$ cat config.mk
export PLATFORM = sky130hd
export DESIGN_NAME = uart_rx
export DESIGN_NICKNAME = d
export VERILOG_FILES = /design/src/rtl/uart_pkg.sv /design/src/rtl/uart_sync2.sv /design/src/rtl/uart_rx.sv
export SDC_FILE = /design/constraint.sdc
export NUM_CORES = 1
export LEC_CHECK = 0
export CORE_MARGIN = 3
export CORE_UTILIZATION = 55
export CTS_BUF_LIST = sky130_fd_sc_hd__clkbuf_16
export CTS_CLUSTER_DIAMETER = 120
export CTS_CLUSTER_SIZE = 30
export DETAILED_ROUTE_END_ITERATION = 10
export GPL_ROUTABILITY_DRIVEN = 0
export PLACE_DENSITY_LB_ADDON = 0.1
export SLEW_MARGIN = 25
export SYNTH_ARGS = -nofsm -noshare
export SYNTH_HDL_FRONTEND = slang
export SYNTH_SLANG_ARGS = --single-unit
$ cat constraint.sdc
create_clock -name clk -period 3.75 [get_ports clk]
set_clock_uncertainty 0.2 [all_clocks]
set_input_delay 0.5625 -clock clk [delete_from_list [all_inputs] [get_ports clk]]
set_output_delay 0.5625 -clock clk [all_outputs]
set_load 0.03 [all_outputs]
$ cat src/rtl/uart_pkg.sv
// Shared definitions for the UART blocks: state encodings, widths and defaults.
// The receiver and the transmitter use the same state encoding style.
package uart_pkg;

    localparam int DATA_W           = 8;
    localparam int CNT_W            = 8;
    localparam int IDX_W            = 3;
    localparam int CLKS_PER_BIT_DEF = 4;

    typedef enum logic [2:0] {
        ST_IDLE  = 3'd0,
        ST_START = 3'd1,
        ST_DATA  = 3'd2,
        ST_STOP  = 3'd3,
        ST_BRK   = 3'd4
    } uart_state_e;

    // Count at which the start bit is re-checked (its middle).
    function automatic logic [CNT_W-1:0] half_bit_cnt(input int cpb);
        return CNT_W'((cpb - 1) / 2);
    endfunction

endpackage

$ cat src/rtl/uart_sync2.sv
// Two-flop synchroniser for an asynchronous single-bit input.
// The reset value is a parameter so an idle-high line does not look like a start bit.
module uart_sync2 #(
    parameter logic RST_VAL = 1'b1
) (
    input  logic clk_i,
    input  logic rst_ni,
    input  logic d_i,
    output logic q_o
);

    logic ff1_q;
    logic ff2_q;

    // Synchroniser flop chain.
    always_ff @(posedge clk_i or negedge rst_ni) begin
        if (!rst_ni) begin
            ff1_q <= RST_VAL;
            ff2_q <= RST_VAL;
        end else begin
            ff1_q <= d_i;
            ff2_q <= ff1_q;
        end
    end

    assign q_o = ff2_q;

endmodule

$ cat src/rtl/uart_rx.sv
// 8N1 UART receiver: mid-bit sampling FSM with a valid/read handshake toward the consumer,
// framing-error pulse and sticky overrun flag.
module uart_rx
    import uart_pkg::*;
#(
    parameter int CLKS_PER_BIT = CLKS_PER_BIT_DEF
) (
    input  logic              clk,
    input  logic              rst,
    input  logic              Rx,
    input  logic              rd_en,
    output logic [DATA_W-1:0] out_data,
    output logic              RX_Done,
    output logic              RX_Valid,
    output logic              Frame_Err,
    output logic              Overrun
);

    localparam logic [CNT_W-1:0] HALF_CNT = half_bit_cnt(CLKS_PER_BIT);
    localparam logic [CNT_W-1:0] LAST_CNT = CNT_W'(CLKS_PER_BIT - 1);
    localparam logic [IDX_W-1:0] LAST_IDX = IDX_W'(DATA_W - 1);

    logic              rx_s;
    logic              byte_ok_s;

    uart_state_e       state_q, state_d;
    logic [CNT_W-1:0]  cnt_q,   cnt_d;
    logic [IDX_W-1:0]  idx_q,   idx_d;
    logic [DATA_W-1:0] shift_q, shift_d;
    logic [DATA_W-1:0] data_q,  data_d;
    logic              done_q,  done_d;
    logic              valid_q, valid_d;
    logic              ferr_q,  ferr_d;
    logic              ovr_q,   ovr_d;

    uart_sync2 #(
        .RST_VAL (1'b1)
    ) u_sync (
        .clk_i  (clk),
        .rst_ni (rst),
        .d_i    (Rx),
        .q_o    (rx_s)
    );

    // State, counters, data and flag registers.
    always_ff @(posedge clk or negedge rst) begin
        if (!rst) begin
            state_q <= ST_IDLE;
            cnt_q   <= '0;
            idx_q   <= '0;
            shift_q <= '0;
            data_q  <= '0;
            done_q  <= 1'b0;
            valid_q <= 1'b0;
            ferr_q  <= 1'b0;
            ovr_q   <= 1'b0;
        end else begin
            state_q <= state_d;
            cnt_q   <= cnt_d;
            idx_q   <= idx_d;
            shift_q <= shift_d;
            data_q  <= data_d;
            done_q  <= done_d;
            valid_q <= valid_d;
            ferr_q  <= ferr_d;
            ovr_q   <= ovr_d;
        end
    end

    // Receive FSM: next state, bit timing and shift register.
    always_comb begin
        state_d   = state_q;
        cnt_d     = cnt_q;
        idx_d     = idx_q;
        shift_d   = shift_q;
        data_d    = data_q;
        byte_ok_s = 1'b0;
        ferr_d    = 1'b0;
        case (state_q)
            ST_IDLE: begin
                cnt_d = '0;
                if (!rx_s) begin
                    state_d = ST_START;
                end else begin
                    state_d = ST_IDLE;
                end
            end
            ST_START: begin
                if (cnt_q < HALF_CNT) begin
                    cnt_d = cnt_q + 8'd1;
                end else if (!rx_s) begin
                    cnt_d   = '0;
                    idx_d   = '0;
                    state_d = ST_DATA;
                end else begin
                    // Line went back high before mid-start: treat as a glitch.
                    cnt_d   = '0;
                    state_d = ST_IDLE;
                end
            end
            ST_DATA: begin
                if (cnt_q < LAST_CNT) begin
                    cnt_d = cnt_q + 8'd1;
                end else begin
                    cnt_d          = '0;
                    shift_d[idx_q] = rx_s;
                    if (idx_q == LAST_IDX) begin
                        state_d = ST_STOP;
                    end else begin
                        idx_d = idx_q + 3'd1;
                    end
                end
            end
            ST_STOP: begin
                if (cnt_q < LAST_CNT) begin
                    cnt_d = cnt_q + 8'd1;
                end else begin
                    cnt_d = '0;
                    if (rx_s) begin
                        // Leave at mid-stop so a back-to-back start edge is not missed.
                        data_d    = shift_q;
                        byte_ok_s = 1'b1;
                        state_d   = ST_IDLE;
                    end else begin
                        ferr_d  = 1'b1;
                        state_d = ST_BRK;
                    end
                end
            end
            ST_BRK: begin
                cnt_d = '0;
                if (rx_s) begin
                    state_d = ST_IDLE;
                end else begin
                    state_d = ST_BRK;
                end
            end
            default: begin
                state_d = ST_IDLE;
                cnt_d   = '0;
                idx_d   = '0;
            end
        endcase
    end

    // Consumer handshake: a read in the completion cycle consumes the old byte, so no overrun.
    always_comb begin
        done_d  = byte_ok_s;
        valid_d = valid_q;
        ovr_d   = ovr_q;
        if (byte_ok_s) begin
            valid_d = 1'b1;
            if (valid_q && !rd_en) begin
                ovr_d = 1'b1;
            end else if (valid_q && rd_en) begin
                ovr_d = 1'b0;
            end else begin
                ovr_d = ovr_q;
            end
        end else if (rd_en && valid_q) begin
            valid_d = 1'b0;
            ovr_d   = 1'b0;
        end else begin
            valid_d = valid_q;
            ovr_d   = ovr_q;
        end
    end

    assign out_data  = data_q;
    assign RX_Done   = done_q;
    assign RX_Valid  = valid_q;
    assign Frame_Err = ferr_q;
    assign Overrun   = ovr_q;

endmodule

==> Flow_metrics.wiki, run 1 <==
{| class="wikitable"
! Metric !! Value
|-
| Result of the run || finished, final reports clean
|-
| H-tree Lvls || 2
|-
| Setup slack of the most critical reg-to-reg path || 1.32 ns
|-
| Effective utilization at floorplan || 60.0%
|-
| Number of enable flip-flop cells after synthesis || 0
|-
| Buffers inserted by post-CTS timing repair || 0
|-
| Net total in the final layout || 157
|-
| Floorplan die width || 59.2 um
|-
| DR iter-0 viols || 20
|-
| Largest delay share family, worst path || simple AND/OR/NAND/NOR gates
|-
| Die H || 59.2 um
|-
| VDD IR max || 555 uV
|-
| Final-layout fill cell count || 182
|-
| Post-synth top flop || sky130_fd_sc_hd__dfrtp_1
|-
| Ports placed on the boundary || 16
|-
| RSZ-0062 raised after global routing || no
|-
| Synth Register Bits || 36
|-
| Average footprint of a synthesized cell || 12.3 um2
|-
| Antenna violations before repair || 0
|-
| Minimum clock period after layout || 2.43 ns
|-
| Clock insertion delay at the later pin of the skew report || 0.28 ns
|-
| Clock root buffer || sky130_fd_sc_hd__clkbuf_16
|-
| Critical path capture point type || flip-flop
|-
| Global routing usage summed across all routing layers || 18.5%
|-
| Detail-routed via count per cell || 5.59
|-
| Worst setup path start || cnt_q[6]
|-
| Startpoint type of the worst setup path || flip-flop
|-
| Library cell contributing the largest single delay on the critical path || sky130_fd_sc_hd__or4_4
|-
| Cell taking the most area after synthesis || sky130_fd_sc_hd__dfrtp_1
|-
| Post-route setup TNS || 0 ns
|-
| Number of maximum-capacitance violations || 0
|-
| Capture point of the worst path || out_data[3]
|-
| Pre-Repair DR Iteration Count || 4
|-
| Resized cells post-CTS || 0
|-
| Depth of the worst register-to-register path || 4
|-
| Unique masters post-synth || 36
|-
| Start of the worst register-to-register path || cnt_q[6]
|-
| Reg area || 903 um2
|-
| Maximum root-to-sink buffer count || 2
|-
| Maximum number of pins on one net before global-route repair || 37
|-
| Warnings, synthesis || 0
|-
| Maximum fanout along the worst path || 11
|-
| Count of final hold-check violations || 0
|-
| Hold crit path type || reg -> reg
|-
| Clock transition at the registers of the reported paths || 0.05 ns
|-
| Area of the multi-input gates || 609 um2
|-
| Overall Power || 0.00128 W
|-
| Static Leak || 0.872 nW
|-
| Portion of the clock cycle consumed by the worst path in the final layout || 64.8%
|-
| Terminus of the critical flop-to-flop path || out_data[3]
|-
| Total Die Area || 3500 um2
|-
| Rows || 18
|-
| DP HPWL || 1830 um
|-
| Number of global-route vias before repair || 1075
|-
| Post-Syn Instances || 126
|-
| Clock buffer count from CTS || 5
|-
| Port Buffers || 15
|-
| Worst Setup Path Type || reg -> reg
|-
| Power per unit of standard cell area || 673 nW/um2
|-
| Area growth syn-to-layout || 22.8%
|-
| Required time worst endpoint || 3.71 ns
|-
| Cts-stage hold buffer count || 0
|-
| Synthesized area || 1560 um2
|-
| Global-route wire length before repair || 4760 um
|-
| Portion of synthesized cell area occupied by the leading cell type || 54.7%
|-
| Final routed wirelength across all metal layers || 2700 um
|-
| Cell chain of the critical path || or4_4, or2_4, o2111ai_2, mux2_2
|-
| Number of antenna diodes || 0
|-
| Clock tree from TritonCTS || built
|-
| GRT overflow || 0
|-
| Sequential element share of the synthesized area || 58.1%
|-
| Achievable Freq || 411 MHz
|-
| Average routed wire per standard cell || 15.0 um
|-
| Largest cells by area after synthesis || sky130_fd_sc_hd__dfrtp_1 (55%), sky130_fd_sc_hd__mux2_2 (12%), sky130_fd_sc_hd__dfstp_2 (3.4%)
|-
| Number of buffers and inverters on the critical path || 0
|-
| Final count of pins violating max slew || 0
|-
| Slew at the pin with the worst max-slew slack || 0.632 ns
|-
| DRC || 0
|-
| Post-route ant nets || 0
|-
| CP Depth || 4
|-
| Worst stage delay on the critical path || 0.56 ns
|-
| Slew headroom || 57.8%
|-
| Endpoint arrival time on the critical path || 2.39 ns
|-
| Floorplan core area || 2590 um2
|-
| # setup viols final || 0
|-
| Fraction of registers with async set/reset || 100%
|-
| Overall via count from detail_route || 1007
|-
| Clock sinks || 36
|-
| Share of final-layout standard cells stronger than drive strength 1 || 22.7%
|}
==> cell families (layout without fill, tap and decap cells) <==
logic type	Yosys count	in the layout	share of synthesized area (%)
AOI/OAI and AO/OA	17	17	8.29
xor gates and xnor gates	1	1	0.563
adders and majority gates	4	4	3.22
buffers and inverters	13	33	3.70
DFF	36	36	58.1
muxes	19	19	13.6
other	1	5	0.241
and+or+nand+nor	35	35	12.3
==> synth_stat cells, types with 4 or more instances <==
master,count
sky130_fd_sc_hd__inv_1,9
sky130_fd_sc_hd__dfrtp_1,34
sky130_fd_sc_hd__o21ai_0,6
sky130_fd_sc_hd__mux2_2,17
sky130_fd_sc_hd__nor2_1,9
sky130_fd_sc_hd__nor3_1,6
sky130_fd_sc_hd__nand3_1,4
sky130_fd_sc_hd__nand2_1,4
sky130_fd_sc_hd__ha_1,4
==> layer usage <==
metal	global-route usage (%)	wire [um]	up-vias
met2	31.7	1370	23
met3	6.97	148	4
met1	21.2	1150	496
met5	0	0	-
met4	6.15	30	0
li1	-	-	484
==> through the flow <==
step | setup WS [ns] | hold slack [ns] | area [um2] | utilization [%] | std cells
6_report | 1.32 | 0.153 | 1910 | 73.7 | 180
5_1_grt | 1.22 | 0.163 | 1910 | 73.7 | 180
4_1_cts | 1.28 | 0.155 | 1910 | 73.7 | 180
3_5_place_dp | 1.29 | 0.147 | 1740 | 67.2 | 172
3_3_place_gp | 1.36 | 0.146 | 1740 | 67.2 | 172
2_1_floorplan | 1.62 | 0.0669 | 1570 | - | 130
==> report_power, final <==
group / leakage [nW] / total [W] / switching [W] / internal [W]
Sequential: 0.474 / 0.000519 / 0.0000636 / 0.000456
Clock: 0.0798 / 0.000461 / 0.000149 / 0.000312
Combinational: 0.318 / 0.000304 / 0.000159 / 0.000145
Total: 0.872 / 0.00128 / 0.000372 / 0.000912
==> cell type report <==
| type | instances | area share (%) |
|---|---|---|
| Timing Repair Buffer | 16 | 8.26 |
| Sequential cell | 36 | 47.3 |
| Tap cell | 30 | 1.97 |
| Multi-Input combinational cell | 81 | 31.9 |
| Clock buffer | 5 | 6.55 |
| Clock inverter | 3 | 2.23 |
| Inverter | 9 | 1.77 |
==> layout by cell type (no fill, tap or decap), drive strengths merged, types with 2 or more instances in the layout <==
master          n
a21oi           2
clkbuf          5
clkdlybuf4s50  15
conb            5
dfrtp          34
dfstp           2
ha              4
inv             9
mux2           17
mux2i           2
nand2           4
nand3           4
nor2            9
nor2b           2
nor3            6
o21ai           6
o31ai           2
or2             2
==> how the worst min path moves through the flow <==
stage / cells past startpoint / slack, ns / start / endpoint
finish: 0 / 0.15 / u_sync.ff1_q / u_sync.q_o
global route: 0 / 0.16 / u_sync.ff1_q / u_sync.q_o
CTS: 0 / 0.15 / u_sync.ff1_q / u_sync.q_o
detailed placement: 0 / 0.15 / u_sync.ff1_q / u_sync.q_o
global placement: 0 / 0.15 / u_sync.ff1_q / u_sync.q_o
floorplan: 0 / 0.07 / rst / Frame_Err
==> registers in the layout, summed over array words and instances (netlist names), 3 cells and up, named ones only <==
| register | flops |
|---|---|
| cnt_q | 8 |
| idx_q | 3 |
| out_data | 8 |
| shift_q | 8 |
| state_q | 3 |
Note: power is estimated with default switching activity, not from simulation.
==> run 2: changes to the inputs <==
clock period = 2.49 ns   (was 3.75 ns; I/O delays follow)
==> run 2 against run 1 <==
  * Wire length rose by 1.2%
  * Highest routed layer unchanged
  * Largest power group unchanged
  * Register-to-register slack got worse by 1.1 ns
  * Non-clock buffer count rose by 2
==> Flow_metrics.wiki, run 2 (synthesis results as in run 1) <==
{| class="wikitable"
! Metric !! Value
|-
| Result of the run || finished, final reports clean
|-
| Antenna violations before repair || 0 (unchanged)
|-
| Share of final-layout standard cells stronger than drive strength 1 || 22.4% (-0.30 points)
|-
| Cell chain of the critical path || or4_4, or2_4, o2111ai_2, buf_4, mux2_2
|-
| Min-Delay Startpoint || u_sync.ff1_q
|-
| Setup slack of the most critical reg-to-reg path || 0.27 ns (-1.05 ns)
|-
| Die H || 59.2 um (unchanged)
|-
| Detail-routed via count per cell || 5.63 (+0.57%)
|-
| Global routing usage summed across all routing layers || 18.9% (+0.44 points)
|-
| GRT overflow || 0 (unchanged)
|-
| Portion of the clock cycle consumed by the worst path in the final layout || 89.3% (+24 points)
|-
| Number of global-route vias before repair || 1056 (-1.8%)
|-
| Number of buffers and inverters on the critical path || 1 (+1)
|-
| Floorplan die width || 59.2 um (unchanged)
|-
| Ports placed on the boundary || 16 (unchanged)
|-
| Cts-stage hold buffer count || 0 (unchanged)
|-
| Rows || 18 (unchanged)
|-
| Worst stage delay on the critical path || 0.55 ns (about the same)
|-
| Achievable Freq || 450 MHz (+9.4%)
|-
| Start of the worst register-to-register path || cnt_q[6]
|-
| Hold crit path type || reg -> reg
|-
| Net total in the final layout || 159 (+1.3%)
|-
| Area of the multi-input gates || 609 um2 (unchanged)
|-
| RSZ-0062 raised after global routing || no
|-
| Library cell contributing the largest single delay on the critical path || sky130_fd_sc_hd__or4_4
|-
| Final count of pins violating max slew || 0 (unchanged)
|-
| DP HPWL || 1790 um (-2.4%)
|-
| Effective utilization at floorplan || 60.0% (unchanged)
|-
| Number of maximum-capacitance violations || 0 (unchanged)
|-
| Clock root buffer || sky130_fd_sc_hd__clkbuf_16
|-
| Terminus of the critical flop-to-flop path || out_data[2]
|-
| Maximum root-to-sink buffer count || 2 (unchanged)
|-
| Resized cells post-CTS || 0 (unchanged)
|-
| Clock insertion delay at the later pin of the skew report || 0.27 ns (about the same)
|-
| Endpoint arrival time on the critical path || 2.18 ns (-0.21 ns)
|-
| Largest delay share family, worst path || simple AND/OR/NAND/NOR gates
|-
| Depth of the worst register-to-register path || 5 (+1)
|-
| Post-route ant nets || 0 (unchanged)
|-
| Minimum clock period after layout || 2.22 ns (-0.208 ns)
|-
| Most common cell after layout, fill and taps aside || sky130_fd_sc_hd__dfrtp_1
|-
| # setup viols final || 0 (unchanged)
|-
| DRC || 0 (unchanged)
|-
| Pre-Repair DR Iteration Count || 4 (unchanged)
|-
| Required time worst endpoint || 2.45 ns (-1.26 ns)
|-
| Static Leak || 0.870 nW (-0.21%)
|-
| Final routed wirelength across all metal layers || 2730 um (+1.2%)
|-
| Worst hold stages || 0 (unchanged)
|-
| Clock sinks || 36 (unchanged)
|-
| Number of antenna diodes || 0 (unchanged)
|-
| Clock transition at the registers of the reported paths || 0.05 ns (about the same)
|-
| Buffers inserted by post-CTS timing repair || 0 (unchanged)
|-
| Overall via count from detail_route || 1024 (+1.7%)
|-
| Final-layout fill cell count || 183 (+0.55%)
|-
| Top library cells by usage in the layout, fill and taps aside || sky130_fd_sc_hd__dfrtp_1 (34), sky130_fd_sc_hd__mux2_2 (17), sky130_fd_sc_hd__clkdlybuf4s50_1 (15)
|-
| Critical path capture point type || flip-flop
|-
| Worst Setup Path Type || reg -> reg
|-
| Maximum fanout along the worst path || 11 (unchanged)
|-
| DR iter-0 viols || 27 (+35%)
|-
| H-tree Lvls || 2 (unchanged)
|-
| Area growth syn-to-layout || 22.0%
|-
| Clock tree from TritonCTS || built
|-
| Startpoint type of the worst setup path || flip-flop
|-
| Placed cell count || 174 (+1.2%)
|-
| Reg area || 903 um2 (unchanged)
|-
| Port Buffers || 15 (unchanged)
|-
| VDD IR max || 927 uV (+67%)
|-
| Floorplan core area || 2590 um2 (unchanged)
|-
| Average routed wire per standard cell || 15.0 um (about the same)
|-
| Post-route setup TNS || 0 ns (unchanged)
|-
| Power per unit of standard cell area || 967 nW/um2 (+44%)
|-
| Count of non-filler cells in the finished layout || 182 (+1.1%)
|-
| Global-route wire length before repair || 4840 um (+1.6%)
|-
| Hold worst-path end || u_sync.q_o
|-
| Post-route core utilization || 73.2% (-0.48 points)
|-
| Maximum number of pins on one net before global-route repair || 37 (unchanged)
|-
| Total Die Area || 3500 um2 (unchanged)
|-
| Clock buffer count from CTS || 5 (unchanged)
|-
| Count of final hold-check violations || 0 (unchanged)
|}
## run 2: cell types whose count changed in the layout (fill, tap and decap cells not counted)
cell	before	now
sky130_fd_sc_hd__buf_4	1	3
sky130_fd_sc_hd__bufinv_16	1	0
sky130_fd_sc_hd__clkinv_1	0	1
sky130_fd_sc_hd__clkinv_2	1	0
sky130_fd_sc_hd__inv_1	9	10
## run 2: stage by stage
stage	hold WS [ns]	power, W	cell area (um2)	worst slack, ns
4_1_cts	0.156	0.00185	1900	0.258
3_5_place_dp	0.149	0.00125	1760	0.267
5_1_grt	0.162	0.00194	1900	0.184
6_report	0.156	0.00183	1900	0.267
3_3_place_gp	0.147	0.00123	1760	0.309
2_1_floorplan	-0.122	0.00110	1570	0.356
## run 2: power by group
part	internal [W]	switching (W)	total, W
combinational	0.000230	0.000242	0.000472
sequential	0.000687	0.0000959	0.000783
clock	0.000362	0.000217	0.000580
total	0.00128	0.000556	0.00183
## run 2: layout make-up
type / count / area share (%)
sequential: 36 / 47.6
multi-input combinational: 81 / 32.1
timing repair buffer: 18 / 9.10
clock buffer: 5 / 6.60
tap: 30 / 1.98
inverter: 9 / 1.78
clock inverter: 3 / 0.792
## run 2: layer usage
metal / global-route usage [%] / wire length, um
met5: 0 / 0
met4: 11.3 / 78
met3: 4.58 / 111
met2: 29.2 / 1330
met1: 24.1 / 1210
## run 2: how the worst max path moves through the flow
stage               slack [ns]      from  cells after the start           to
floorplan                 0.36  cnt_q[6]                      5  out_data[0]
global placement          0.31  cnt_q[6]                      5  out_data[0]
detailed placement        0.27  cnt_q[6]                      5  out_data[2]
CTS                       0.26  cnt_q[6]                      5  out_data[2]
global route              0.18  cnt_q[6]                      5  out_data[7]
finish                    0.27  cnt_q[6]                      5  out_data[2]
